File: src/rtl/smp_ctrl_hub_if.sv
// smp_ctrl_hub_if: Avalon-MM host bus between the interconnect and smp_ctrl_hub.
interface smp_ctrl_hub_if;
  logic [1:0]  avl_address;
  logic        avl_read;
  logic        avl_write;
  logic [31:0] avl_writedata;
  logic [3:0]  avl_byteenable;
  logic [31:0] avl_readdata;
  logic        avl_readdatavalid;
  modport master (
    output avl_address, avl_read, avl_write, avl_writedata, avl_byteenable,
    input  avl_readdata, avl_readdatavalid
  );
  modport slave (
    input  avl_address, avl_read, avl_write, avl_writedata, avl_byteenable,
    output avl_readdata, avl_readdatavalid
  );
endinterface

File: src/rtl/smp_ctrl_hub.sv
// smp_ctrl_hub: Avalon-MM front end for per-core SMP control elements (commands, status, sticky events, irq).
// Optional macro SMP_HALT_ALL_ON_BREAK_EN: a breakpoint on one core halts all other cores.
module smp_ctrl_hub #(
  parameter int NUM_CORES = 4
) (
  input  logic                   clk,
  input  logic                   rst_n,
  smp_ctrl_hub_if.slave          avl,
  output logic [NUM_CORES-1:0]   o_pe_write,
  output logic [8*NUM_CORES-1:0] o_pe_writedata,
  input  logic [8*NUM_CORES-1:0] i_pe_readdata,
  output logic                   o_irq
);
  logic [NUM_CORES-1:0]   r_prev_bp, r_prev_halt, r_pe_write;
  logic [NUM_CORES-1:0]   w_bp, w_halt, w_bp_rise, w_halt_rise, w_lane_wr, w_auto;
  logic [8*NUM_CORES-1:0] r_pe_wd, w_pe_wd;
  logic [15:0]            r_events, r_mask, w_set, w_clr, w_be16, w_mask_nx;
  logic [31:0]            r_rdata, w_rdata;
  logic                   r_rdv, r_irq, w_ctrl_wr;

  assign w_ctrl_wr   = avl.avl_write && avl.avl_address == 2'd0;
  assign w_lane_wr   = avl.avl_byteenable[NUM_CORES-1:0] & {NUM_CORES{w_ctrl_wr}};
  assign w_bp_rise   = w_bp & ~r_prev_bp;
  assign w_halt_rise = w_halt & ~r_prev_halt;
  assign w_set       = {8'(w_halt_rise), 8'(w_bp_rise)};
  assign w_be16      = {{8{avl.avl_byteenable[1]}}, {8{avl.avl_byteenable[0]}}};
  assign w_clr       = (avl.avl_write && avl.avl_address == 2'd1) ? avl.avl_writedata[15:0] & w_be16 : 16'h0;
  assign w_mask_nx   = (avl.avl_write && avl.avl_address == 2'd2) ?
                       (avl.avl_writedata[15:0] & w_be16) | (r_mask & ~w_be16) : r_mask;
  assign w_rdata     = avl.avl_address == 2'd0 ? 32'(i_pe_readdata) :
                       avl.avl_address == 2'd1 ? {16'h0, r_events} :
                       avl.avl_address == 2'd2 ? {16'h0, r_mask} : 32'h0;

  for (genvar i = 0; i < NUM_CORES; i++) begin : g_core
    assign w_bp[i]   = i_pe_readdata[8*i+1];
    assign w_halt[i] = i_pe_readdata[8*i];
`ifdef SMP_HALT_ALL_ON_BREAK_EN
    // A core never halts itself for its own breakpoint, but any other breaker halts it.
    assign w_auto[i] = |(w_bp_rise & ~(NUM_CORES'(1) << i));
`else
    assign w_auto[i] = 1'b0;
`endif
    assign w_pe_wd[8*i +: 8] = w_lane_wr[i] ? avl.avl_writedata[8*i +: 8] :
                               w_auto[i]    ? 8'h02 : r_pe_wd[8*i +: 8];
  end

  always_ff @(posedge clk or negedge rst_n) begin
    if (!rst_n) begin
      r_prev_bp   <= '0;
      r_prev_halt <= '0;
      r_events    <= '0;
      r_mask      <= '0;
      r_irq       <= 1'b0;
      r_pe_write  <= '0;
      r_pe_wd     <= '0;
      r_rdv       <= 1'b0;
      r_rdata     <= '0;
    end else begin
      r_prev_bp   <= w_bp;
      r_prev_halt <= w_halt;
      r_events    <= (r_events & ~w_clr) | w_set;
      r_mask      <= w_mask_nx;
      r_irq       <= |(r_events & r_mask);
      r_pe_write  <= w_lane_wr | w_auto;
      r_pe_wd     <= w_pe_wd;
      r_rdv       <= avl.avl_read;
      r_rdata     <= avl.avl_read ? w_rdata : r_rdata;
    end
  end

  assign avl.avl_readdata      = r_rdata;
  assign avl.avl_readdatavalid = r_rdv;
  assign o_pe_write            = r_pe_write;
  assign o_pe_writedata        = r_pe_wd;
  assign o_irq                 = r_irq;
endmodule

File: src/flat_wrapper.sv
// flat-port wrapper written by rule: the top's interface ports become plain ports
module smp_ctrl_hub_flat 
#(
  parameter int NUM_CORES = 4
)
  (clk, rst_n, o_pe_write, o_pe_writedata, i_pe_readdata, o_irq, avl_avl_address, avl_avl_read, avl_avl_write, avl_avl_writedata, avl_avl_byteenable, avl_avl_readdata, avl_avl_readdatavalid);
  smp_ctrl_hub_if avl_i ();
  input  logic clk;
  input  logic rst_n;
  output logic [NUM_CORES-1:0] o_pe_write;
  output logic [8*NUM_CORES-1:0] o_pe_writedata;
  input  logic [8*NUM_CORES-1:0] i_pe_readdata;
  output logic o_irq;
  input wire logic [$bits(avl_i.avl_address)-1:0] avl_avl_address;
  input wire logic [$bits(avl_i.avl_read)-1:0] avl_avl_read;
  input wire logic [$bits(avl_i.avl_write)-1:0] avl_avl_write;
  input wire logic [$bits(avl_i.avl_writedata)-1:0] avl_avl_writedata;
  input wire logic [$bits(avl_i.avl_byteenable)-1:0] avl_avl_byteenable;
  output wire logic [$bits(avl_i.avl_readdata)-1:0] avl_avl_readdata;
  output wire logic [$bits(avl_i.avl_readdatavalid)-1:0] avl_avl_readdatavalid;
  assign avl_i.avl_address = avl_avl_address;
  assign avl_i.avl_read = avl_avl_read;
  assign avl_i.avl_write = avl_avl_write;
  assign avl_i.avl_writedata = avl_avl_writedata;
  assign avl_i.avl_byteenable = avl_avl_byteenable;
  assign avl_avl_readdata = avl_i.avl_readdata;
  assign avl_avl_readdatavalid = avl_i.avl_readdatavalid;
  smp_ctrl_hub #(.NUM_CORES(NUM_CORES)) u_core (.clk(clk), .rst_n(rst_n), .avl(avl_i), .o_pe_write(o_pe_write), .o_pe_writedata(o_pe_writedata), .i_pe_readdata(i_pe_readdata), .o_irq(o_irq));
endmodule
File: config.mk
export PLATFORM = sky130hd
export DESIGN_NAME = smp_ctrl_hub_flat
export DESIGN_NICKNAME = d
export VERILOG_FILES = /design/src/rtl/smp_ctrl_hub_if.sv /design/src/rtl/smp_ctrl_hub.sv /design/src/flat_wrapper.sv
export SDC_FILE = /design/constraint.sdc
export NUM_CORES = 1
export LEC_CHECK = 0
export ABC_CLOCK_PERIOD_IN_PS = 1200
export BUFFER_PORTS_ARGS = -buffer_cell sky130_fd_sc_hd__clkbuf_2
export CAP_MARGIN = 0
export CORE_MARGIN = 2
export CORE_UTILIZATION = 51
export CTS_CLUSTER_DIAMETER = 100
export DETAILED_ROUTE_END_ITERATION = 10
export PLACE_DENSITY = 0.8
export SETUP_SLACK_MARGIN = 0.2
export SYNTH_ARGS = -nofsm -noshare
export SYNTH_HDL_FRONTEND = slang
export SYNTH_SLANG_ARGS = --single-unit
File: constraint.sdc
create_clock -name clk -period 1.2 [get_ports clk]
set_input_delay 0.18 -clock clk [delete_from_list [all_inputs] [get_ports clk]]
set_output_delay 0.18 -clock clk [all_outputs]
set_load 0.01 [all_outputs]
# Word-level counts from Yosys, hierarchy flattened
# Index checks and enable logic that the tools add are counted.
[totals]
reg_bits = 110
in_bits = 74
out_inout_bits = 70
word_cells = 36
[classes]
eq_ne = 2
mux = 4
bitwise = 13
n_reduce_logical = 5
[op_table]
columns = ["op", "n"]
rows = [
  ["bitwise AND 16 bit", 4],
  ["two-way mux 32 bit", 2],
  ["two-way mux 16 bit", 2],
  ["NOT 16 bit", 2],
  ["bitwise OR 16 x 12 -> 16 bit", 1],
  ["bitwise OR 16 bit", 1],
  ["OR reduction 16 bit", 1],
  ["bitwise AND 4 bit", 3],
  ["NOT 4 bit", 2],
  ["logical AND 1 bit", 3],
  ["equality test 2 x 1 -> 1 bit, second input constant", 1],
  ["equality test 2 bit, second input constant", 1],
  ["zero test 2 bit", 1],
]

# Longest topological paths before layout
# Gate-level depths: netlist of run 1.
[logic_depth]
ltp_word = 6
depth_mapped = 5
depth_no_buf = 3

# Least setup slack after synthesis of run 1
# No wires, ideal clock.
[synth_path]
path_type = "in2reg"
startpoint = "input port avl_avl_write"
endpoint = "register u_core.r_pe_wd[10] (netlist: u_core.o_pe_writedata[10])"
setup_time_ns = 0.125
arrival_time_ns = 0.999
required_ns = 1.075
slack_ns = 0.076
cell_stages = 4
n_path_buf = 2
cell_sequence = "clkbuf_2 -> and3_1 -> buf_6 -> mux2_2"
[synth_between]
elab_chain_cells = 2
[synth_rtl]
columns = ["item", "line", "source"]
rows = [
  ["from (decl)", "flat_wrapper.sv:16", "input wire logic [$bits(avl_i.avl_write)-1:0] avl_avl_write;"],
  ["logical AND 1 bit", "smp_ctrl_hub.sv:21", "assign w_ctrl_wr = avl.avl_write && avl.avl_address == 2'd0;"],
  ["bitwise AND 4 bit", "smp_ctrl_hub.sv:22", "assign w_lane_wr = avl.avl_byteenable[NUM_CORES-1:0] & {NUM_CORES{w_ctrl_wr}};"],
  ["net u_core.w_lane_wr[1]", "smp_ctrl_hub.sv:15", "logic [NUM_CORES-1:0] w_bp, w_halt, w_bp_rise, w_halt_rise, w_lane_wr, w_auto;"],
  ["to (signal assigned)", "smp_ctrl_hub.sv:65", "r_pe_wd <= w_pe_wd;"],
  ["to (decl)", "smp_ctrl_hub.sv:16", "logic [8*NUM_CORES-1:0] r_pe_wd, w_pe_wd;"],
]
# The timed path passes the listed nets, and every way through them passes these cells.
# A chain may end at the register's enable or synchronous reset.

# Worst setup path after layout of run 1
[layout_path]
startpoint = "register u_core.r_events[15]"
endpoint = "register u_core.r_irq (netlist: u_core.o_irq)"
[layout_between]
elab_chain_cells = 2
[layout_rtl]
columns = ["item", "line", "source"]
rows = [
  ["from (decl)", "smp_ctrl_hub.sv:17", "logic [15:0] r_events, r_mask, w_set, w_clr, w_be16, w_mask_nx;"],
  ["from (signal assigned)", "smp_ctrl_hub.sv:61", "r_events <= (r_events & ~w_clr) | w_set;"],
  ["bitwise AND 16 bit", "smp_ctrl_hub.sv:63", "r_irq <= |(r_events & r_mask);"],
  ["OR reduction 16 bit", "smp_ctrl_hub.sv:63", ""],
  ["to (signal assigned)", "smp_ctrl_hub.sv:63", ""],
  ["to (decl)", "smp_ctrl_hub.sv:19", "logic r_rdv, r_irq, w_ctrl_wr;"],
]
# No other way between the ends.

==> impl_metrics.tcl, run 1 <==
set metrics [dict create \
    min_period_ns 1.16 \
    fmax_ghz 0.862 \
    post-route-drc-count 0 \
    clock_latency_ns 0.37 \
    rsz0062_at_grt "true" \
    drive_above_1_share_pct 53.6 \
    dp.cells 587 \
    async_reset_ff_share_pct 100 \
    cts.clk_slew.worst_paths_ns 0.11 \
    wl_met3_um 587 \
    io_buffers 143 \
    p_leak_nw 3.28 \
    yosys_most_used_dff "dfrtp_1" \
    clkSinkCount 110 \
    max_slew_margin_pct 79.3 \
    grt_first_pass_wirelength_mm 18.0 \
    ys_seq_area_share_pct 60.3 \
    highest_layer "met4" \
    syn2layout_area_growth_pct 40.6 \
    yosys_warnings 0 \
    drt.antenna.violating_nets 0 \
    gp_congestion 0.843 \
    start_kind "flop" \
    vias 3536 \
    viasPerCell 5.24 \
    grt_overflow_total 0 \
    timing.setup.tns_ns 0 \
    antenna_found_initial 0 \
    cts_buffer_depth 2 \
    die_area_um2 9730 \
    ys_seq_elements 110 \
    drtPass1Iterations 4 \
    grtUsageTotal_pct 23.7 \
    root_buffer "clkbuf_8" \
    required_ns 1.43 \
    synthDistinctLibCells 27 \
    drt-total-wl_mm 12.2 \
    setup_viol 0 \
    hpwl_mm 7.81 \
    syn_avg_cell_area_um2 13.4 \
    cts_buffers 9 \
    worstMarginPinSlew_ns 0.308 \
    path_class "flop to flop" \
    hp-class "primary input to flop" \
    arrival_ns 1.39 \
    crit_path_max_fanout 2 \
    rows 34 \
    start_util_pct 52.4 \
    fin_ws_ns 0.0396 \
    status "complete, no violations" \
    fin_nets 637 \
    stdcell_area_um2 6420 \
    htree_levels 3 \
    netlist_area_um2 4570 \
    end_kind "flop" \
    wl_per_cell_um 18.1 \
    vdd_ir_drop_max_mv 0.708 \
    dp_slack_ns -0.246 \
    wl_met2_mm 6.22 \
    p_total_mw 9.06 \
    die_h_um 98.6 \
    io_pins 144 \
    postPlaceCellArea_um2 5510 \
    finalHoldViolCount 0 \
    syn_nets 415 \
    core_area_um2 8720 \
    fillers 552 \
    powerDensity_nw_per_um2 1410 \
    stdcell_count 675 \
    synth_edf_count 0 \
    antenna_cells 0 \
    utilization_pct 73.7 \
    slew_viol_final 0 \
    drt_iter0_drc 200 \
    met1_length_mm 5.17 \
    period_share_pct 96.7 \
    grt_pass1_vias 3417 \
    dieWidth_um 98.6 \
    cts_tree "done" \
    skew_ns 0.00944 \
    holdWs_ns 0.0153 \
    netlist_instances 341 \
    cap_violations 0 \
    grt_max_degree 51 \
]
## worst max-delay path: stages, from the launching register on
cell	delay, ns
dfrtp_1	0.43
a22o_1	0.23
a221oi_2	0.20
nand4_1	0.16
## synthesized netlist by cell type (2+ instances only)
library cell  count  area share [%]
dfrtp_1         110              60
mux2_4           29             9.5
inv_1            24             2.0
nand2_1          24             2.0
mux2_2           19             4.7
nor2_1           17             1.4
a21oi_1          16             1.8
a2bb2oi_1        16             3.1
mux2i_1          16             3.5
o21ai_0          15             1.6
a22o_1           12             2.3
a21boi_0          8             1.3
buf_4             5            0.82
buf_6             5             1.2
a221oi_1          4            0.77
and3_1            4            0.55
clkbuf_1          4            0.33
and4b_1           2            0.44
buf_2             2            0.22
nand3_4           2            0.77
## cells in the final DEF, fill, tap and decap left out, types with 8 or more instances in the layout
master | Yosys | routed
dlygate4sd3_1 | 0 | 9
a2bb2oi_1 | 16 | 10
mux2_2 | 19 | 15
mux2_4 | 29 | 33
a22o_1 | 12 | 12
nand2_1 | 24 | 24
inv_1 | 24 | 24
buf_4 | 5 | 58
a21boi_0 | 8 | 8
buf_6 | 5 | 21
o21ai_0 | 15 | 15
nor2_1 | 17 | 16
a21oi_1 | 16 | 16
clkbuf_2 | 1 | 70
mux2i_1 | 16 | 15
buf_2 | 2 | 64
dfrtp_1 | 110 | 109
clkbuf_8 | 0 | 11
## cell families after synthesis
| logic type | after synthesis | synth area share, % |
|---|---|---|
| and+or+nand+nor | 52 | 5.86 |
| muxes | 64 | 17.7 |
| buffers and inverters | 43 | 5.20 |
| AOI/OAI and AO/OA | 72 | 11.0 |
| DFF | 110 | 60.3 |
## where the power goes
part | switching, mW | internal (mW)
Clock | 1.27 | 0.871
Combinational | 0.925 | 1.45
Sequential | 0.348 | 4.19
Total | 2.54 | 6.51
## path summary, 6_finish.rpt
| path | from | end | slack (ns) | cells after the start |
|---|---|---|---|---|
| max in group asynchronous | rst_n | u_core.r_events[3]$_DFF_PN0_ | 0.49 | 3 |
| max | u_core.r_events[15]$_DFF_PN0_ | u_core.o_irq$_DFF_PN0_ | 0.04 | 3 |
| min | i_pe_readdata[23] | u_core.avl.avl_readdata[23]$_DFFE_PN0P_ | 0.02 | 3 |
| max reg2reg | u_core.r_events[15]$_DFF_PN0_ | u_core.o_irq$_DFF_PN0_ | 0.04 | 3 |
| min in group asynchronous | rst_n | u_core.avl.avl_readdata[28]$_DFFE_PN0P_ | 0.20 | 2 |
| min reg2reg | u_core.o_pe_writedata[3]$_DFFE_PN0P_ | u_core.o_pe_writedata[3]$_DFFE_PN0P_ | 0.52 | 1 |
## metal layers
layer / global-route usage, % / up-vias
met5: 0 / -
met4: 8.54 / 0
met3: 4.47 / 17
met2: 38.0 / 105
met1: 32.6 / 1787
li1: - / 1627
## cell type report
class	count	area [µm²]	area share [%]
timing repair buffer	230	1580	24.6
tap	108	135	2.10
multi-input combinational	188	1680	26.2
clock inverter	4	31.3	0.487
sequential	110	2750	42.9
clock buffer	11	151	2.36
inverter	24	90.1	1.40
## repair_timing
action,4_1_cts,5_1_grt
gates resized for setup,4,103
pin swaps,2,15
setup endpoints to repair,78,89
hold endpoints to repair,120,0
hold buffers,11,0
gates cloned,0,0
buffers inserted,34,28
Note: power is estimated with default switching activity, not from simulation.
==> run 2, diff against run 1 <==
--- a/config.mk
+++ b/config.mk
@@ -9,10 +9,9 @@
 export BUFFER_PORTS_ARGS = -buffer_cell sky130_fd_sc_hd__clkbuf_2
 export CAP_MARGIN = 0
 export CORE_MARGIN = 2
-export CORE_UTILIZATION = 51
+export CORE_UTILIZATION = 35
 export CTS_CLUSTER_DIAMETER = 100
 export DETAILED_ROUTE_END_ITERATION = 10
-export PLACE_DENSITY = 0.8
 export SETUP_SLACK_MARGIN = 0.2
 export SYNTH_ARGS = -nofsm -noshare
 export SYNTH_HDL_FRONTEND = slang
==> impl_metrics.tcl, run 2 (synthesized netlist as in run 1, its figures left out) <==
set metrics [dict create \
    status "complete, no violations" \
    cts_buffers 9 \
    gr-usage-met1_pct 24.1 \
    cpPeakStageDelay_ns 0.40 \
    grtUsageMet2_pct 27.1 \
    post-route-drc-count 0 \
    mostFrequentLayoutCell "dfrtp_1" \
    holdWs_ns 0.0312 \
    root_buffer "clkbuf_16" \
    viasPerCell 4.65 \
    vias 3415 \
    start_util_pct 36.1 \
    cts_buffer_depth 2 \
    htree_levels 3 \
    rsz0062_at_grt "true" \
    setup_viol 0 \
    syn2layout_area_growth_pct 43.9 \
    powerDensity_nw_per_um2 1460 \
    dp_slack_ns -0.251 \
    hpwl_mm 8.35 \
    drtPass1Iterations 4 \
    fin_nets 631 \
    stdcell_count 734 \
    slew_viol_final 0 \
    crit_path_max_fanout 2 \
    cts_tree "done" \
    pwr-share-clk_pct 28.9 \
    busiest_layer "met2" \
    hp-class "primary input to flop" \
    io_pins 144 \
    switching_share_pct 26.5 \
    dieWidth_um 118 \
    final_cell_mix "109 x dfrtp_1, 70 x clkbuf_2, 62 x buf_2, 58 x buf_4, 33 x mux2_4" \
    power_frac_seq_pct 47.2 \
    start_kind "flop" \
    drt-total-wl_mm 12.0 \
    arrival_ns 1.32 \
    dp.cells 655 \
    ff2ff_setup_slack_ns 0.08 \
    path_class "flop to flop" \
    comb_power_share_pct 23.8 \
    die_h_um 118 \
    cap_violations 0 \
    utilization_pct 51.9 \
    end_kind "flop" \
    die_area_um2 14000 \
    cts.clk_slew.worst_paths_ns 0.07 \
    path_cells "a22o_1 -> a221oi_2 -> nand4_1" \
    antenna_cells 0 \
    finalHoldViolCount 0 \
    met3_usage_pct 2.94 \
    grt_first_pass_wirelength_mm 18.8 \
    grt_overflow_total 0 \
    grt_max_degree 50 \
    wl_per_cell_um 16.4 \
    clkSinkCount 110 \
    vdd_ir_drop_max_mv 0.597 \
    gp_congestion 0.807 \
    grt_pass1_vias 3435 \
    grtUsageTotal_pct 17.3 \
    drt.antenna.violating_nets 0 \
    antenna_found_initial 0 \
    skew_ns 0.00516 \
    required_ns 1.40 \
    worstMarginPinSlew_ns 0.312 \
    cpMaxStageDelayCell "dfrtp_1" \
    internal_power_mw 7.05 \
    min_period_ns 1.12 \
    io_buffers 143 \
    fmax_ghz 0.896 \
    drt_iter0_drc 65 \
    p_total_mw 9.59 \
    clock_latency_ns 0.35 \
    core_area_um2 12700 \
    rows 41 \
    max_slew_margin_pct 79.2 \
    p_sw_mw 2.54 \
    drive_above_1_share_pct 53.4 \
    fin_ws_ns 0.0843 \
    p_leak_nw 3.29 \
    period_share_pct 93.0 \
]
-- run 2: cell types whose count changed in the layout (fill, tap and decap cells not counted), moves of 2 or more --
cell       previous run  this run
a2bb2oi_1            10         8
a2bb2oi_2             6         8
and4b_1               0         2
and4b_2               2         0
buf_12                6         8
buf_2                64        62
buf_6                21        17
clkbuf_1              0         2
clkbuf_16             0         9
clkbuf_8             11         1
clkinv_2              1         3
clkinv_4              2         0
-- run 2: area by class of cell --
type | count | area, µm²
Multi-Input combinational cell | 188 | 1700
Fill cell | 1142 | 6100
Timing Repair Buffer | 224 | 1540
Clock inverter | 4 | 22.5
Tap cell | 172 | 215
Clock buffer | 12 | 246
Sequential cell | 110 | 2750
Inverter | 24 | 90.1
-- run 2: metrics by stage --
step	setup TNS [ns]	area, µm²
2_1_floorplan	0	4670
3_3_place_gp	-6.06	5650
3_5_place_dp	-7.89	5650
4_1_cts	0	6230
5_1_grt	-0.0139	6570
6_report	0	6570
-- run 2: timing repair --
item	4_1_cts	5_1_grt
cloned	0	0
hold buffers	9	0
endpoints found under the setup margin	89	85
pin swaps	3	12
setup buffers	27	27
gates resized for setup	3	100
hold endpoints to repair	36	0
-- run 2: metal layers --
layer	up-vias	part of all wire, %
met5	-	0
met4	0	1.8
met3	14	4.4
met2	81	48
met1	1698	46
li1	1622	-
-- run 2: worst paths after layout --
path	from	endpoint	cells past startpoint
worst max-delay path	u_core.r_events[10]$_DFF_PN0_	u_core.o_irq$_DFF_PN0_	3
worst min-delay path	i_pe_readdata[21]	u_core.avl.avl_readdata[21]$_DFFE_PN0P_	3
worst max register to register	u_core.r_events[10]$_DFF_PN0_	u_core.o_irq$_DFF_PN0_	3
worst min register to register	u_core.o_pe_writedata[30]$_DFFE_PN0P_	u_core.o_pe_writedata[30]$_DFFE_PN0P_	1
max in group asynchronous	rst_n	u_core.o_pe_writedata[15]$_DFFE_PN0P_	3
min in group asynchronous	rst_n	u_core.avl.avl_readdata[26]$_DFFE_PN0P_	2
-- run 2: critical path, delay by kind of cell, from the launching register on --
family / cells / cell delay, ns
flops: 1 / 0.40
simple gates: 1 / 0.15
compound gates: 2 / 0.42
-- run 2: power groups by stage --
stage,combinational [mW],clock [mW],sequential [mW]
2_1_floorplan,0.822,0,4.68
3_3_place_gp,1.70,0,4.58
3_5_place_dp,1.73,0,4.60
4_1_cts,2.00,2.86,4.52
5_1_grt,2.46,3.02,4.58
6_report,2.29,2.77,4.53
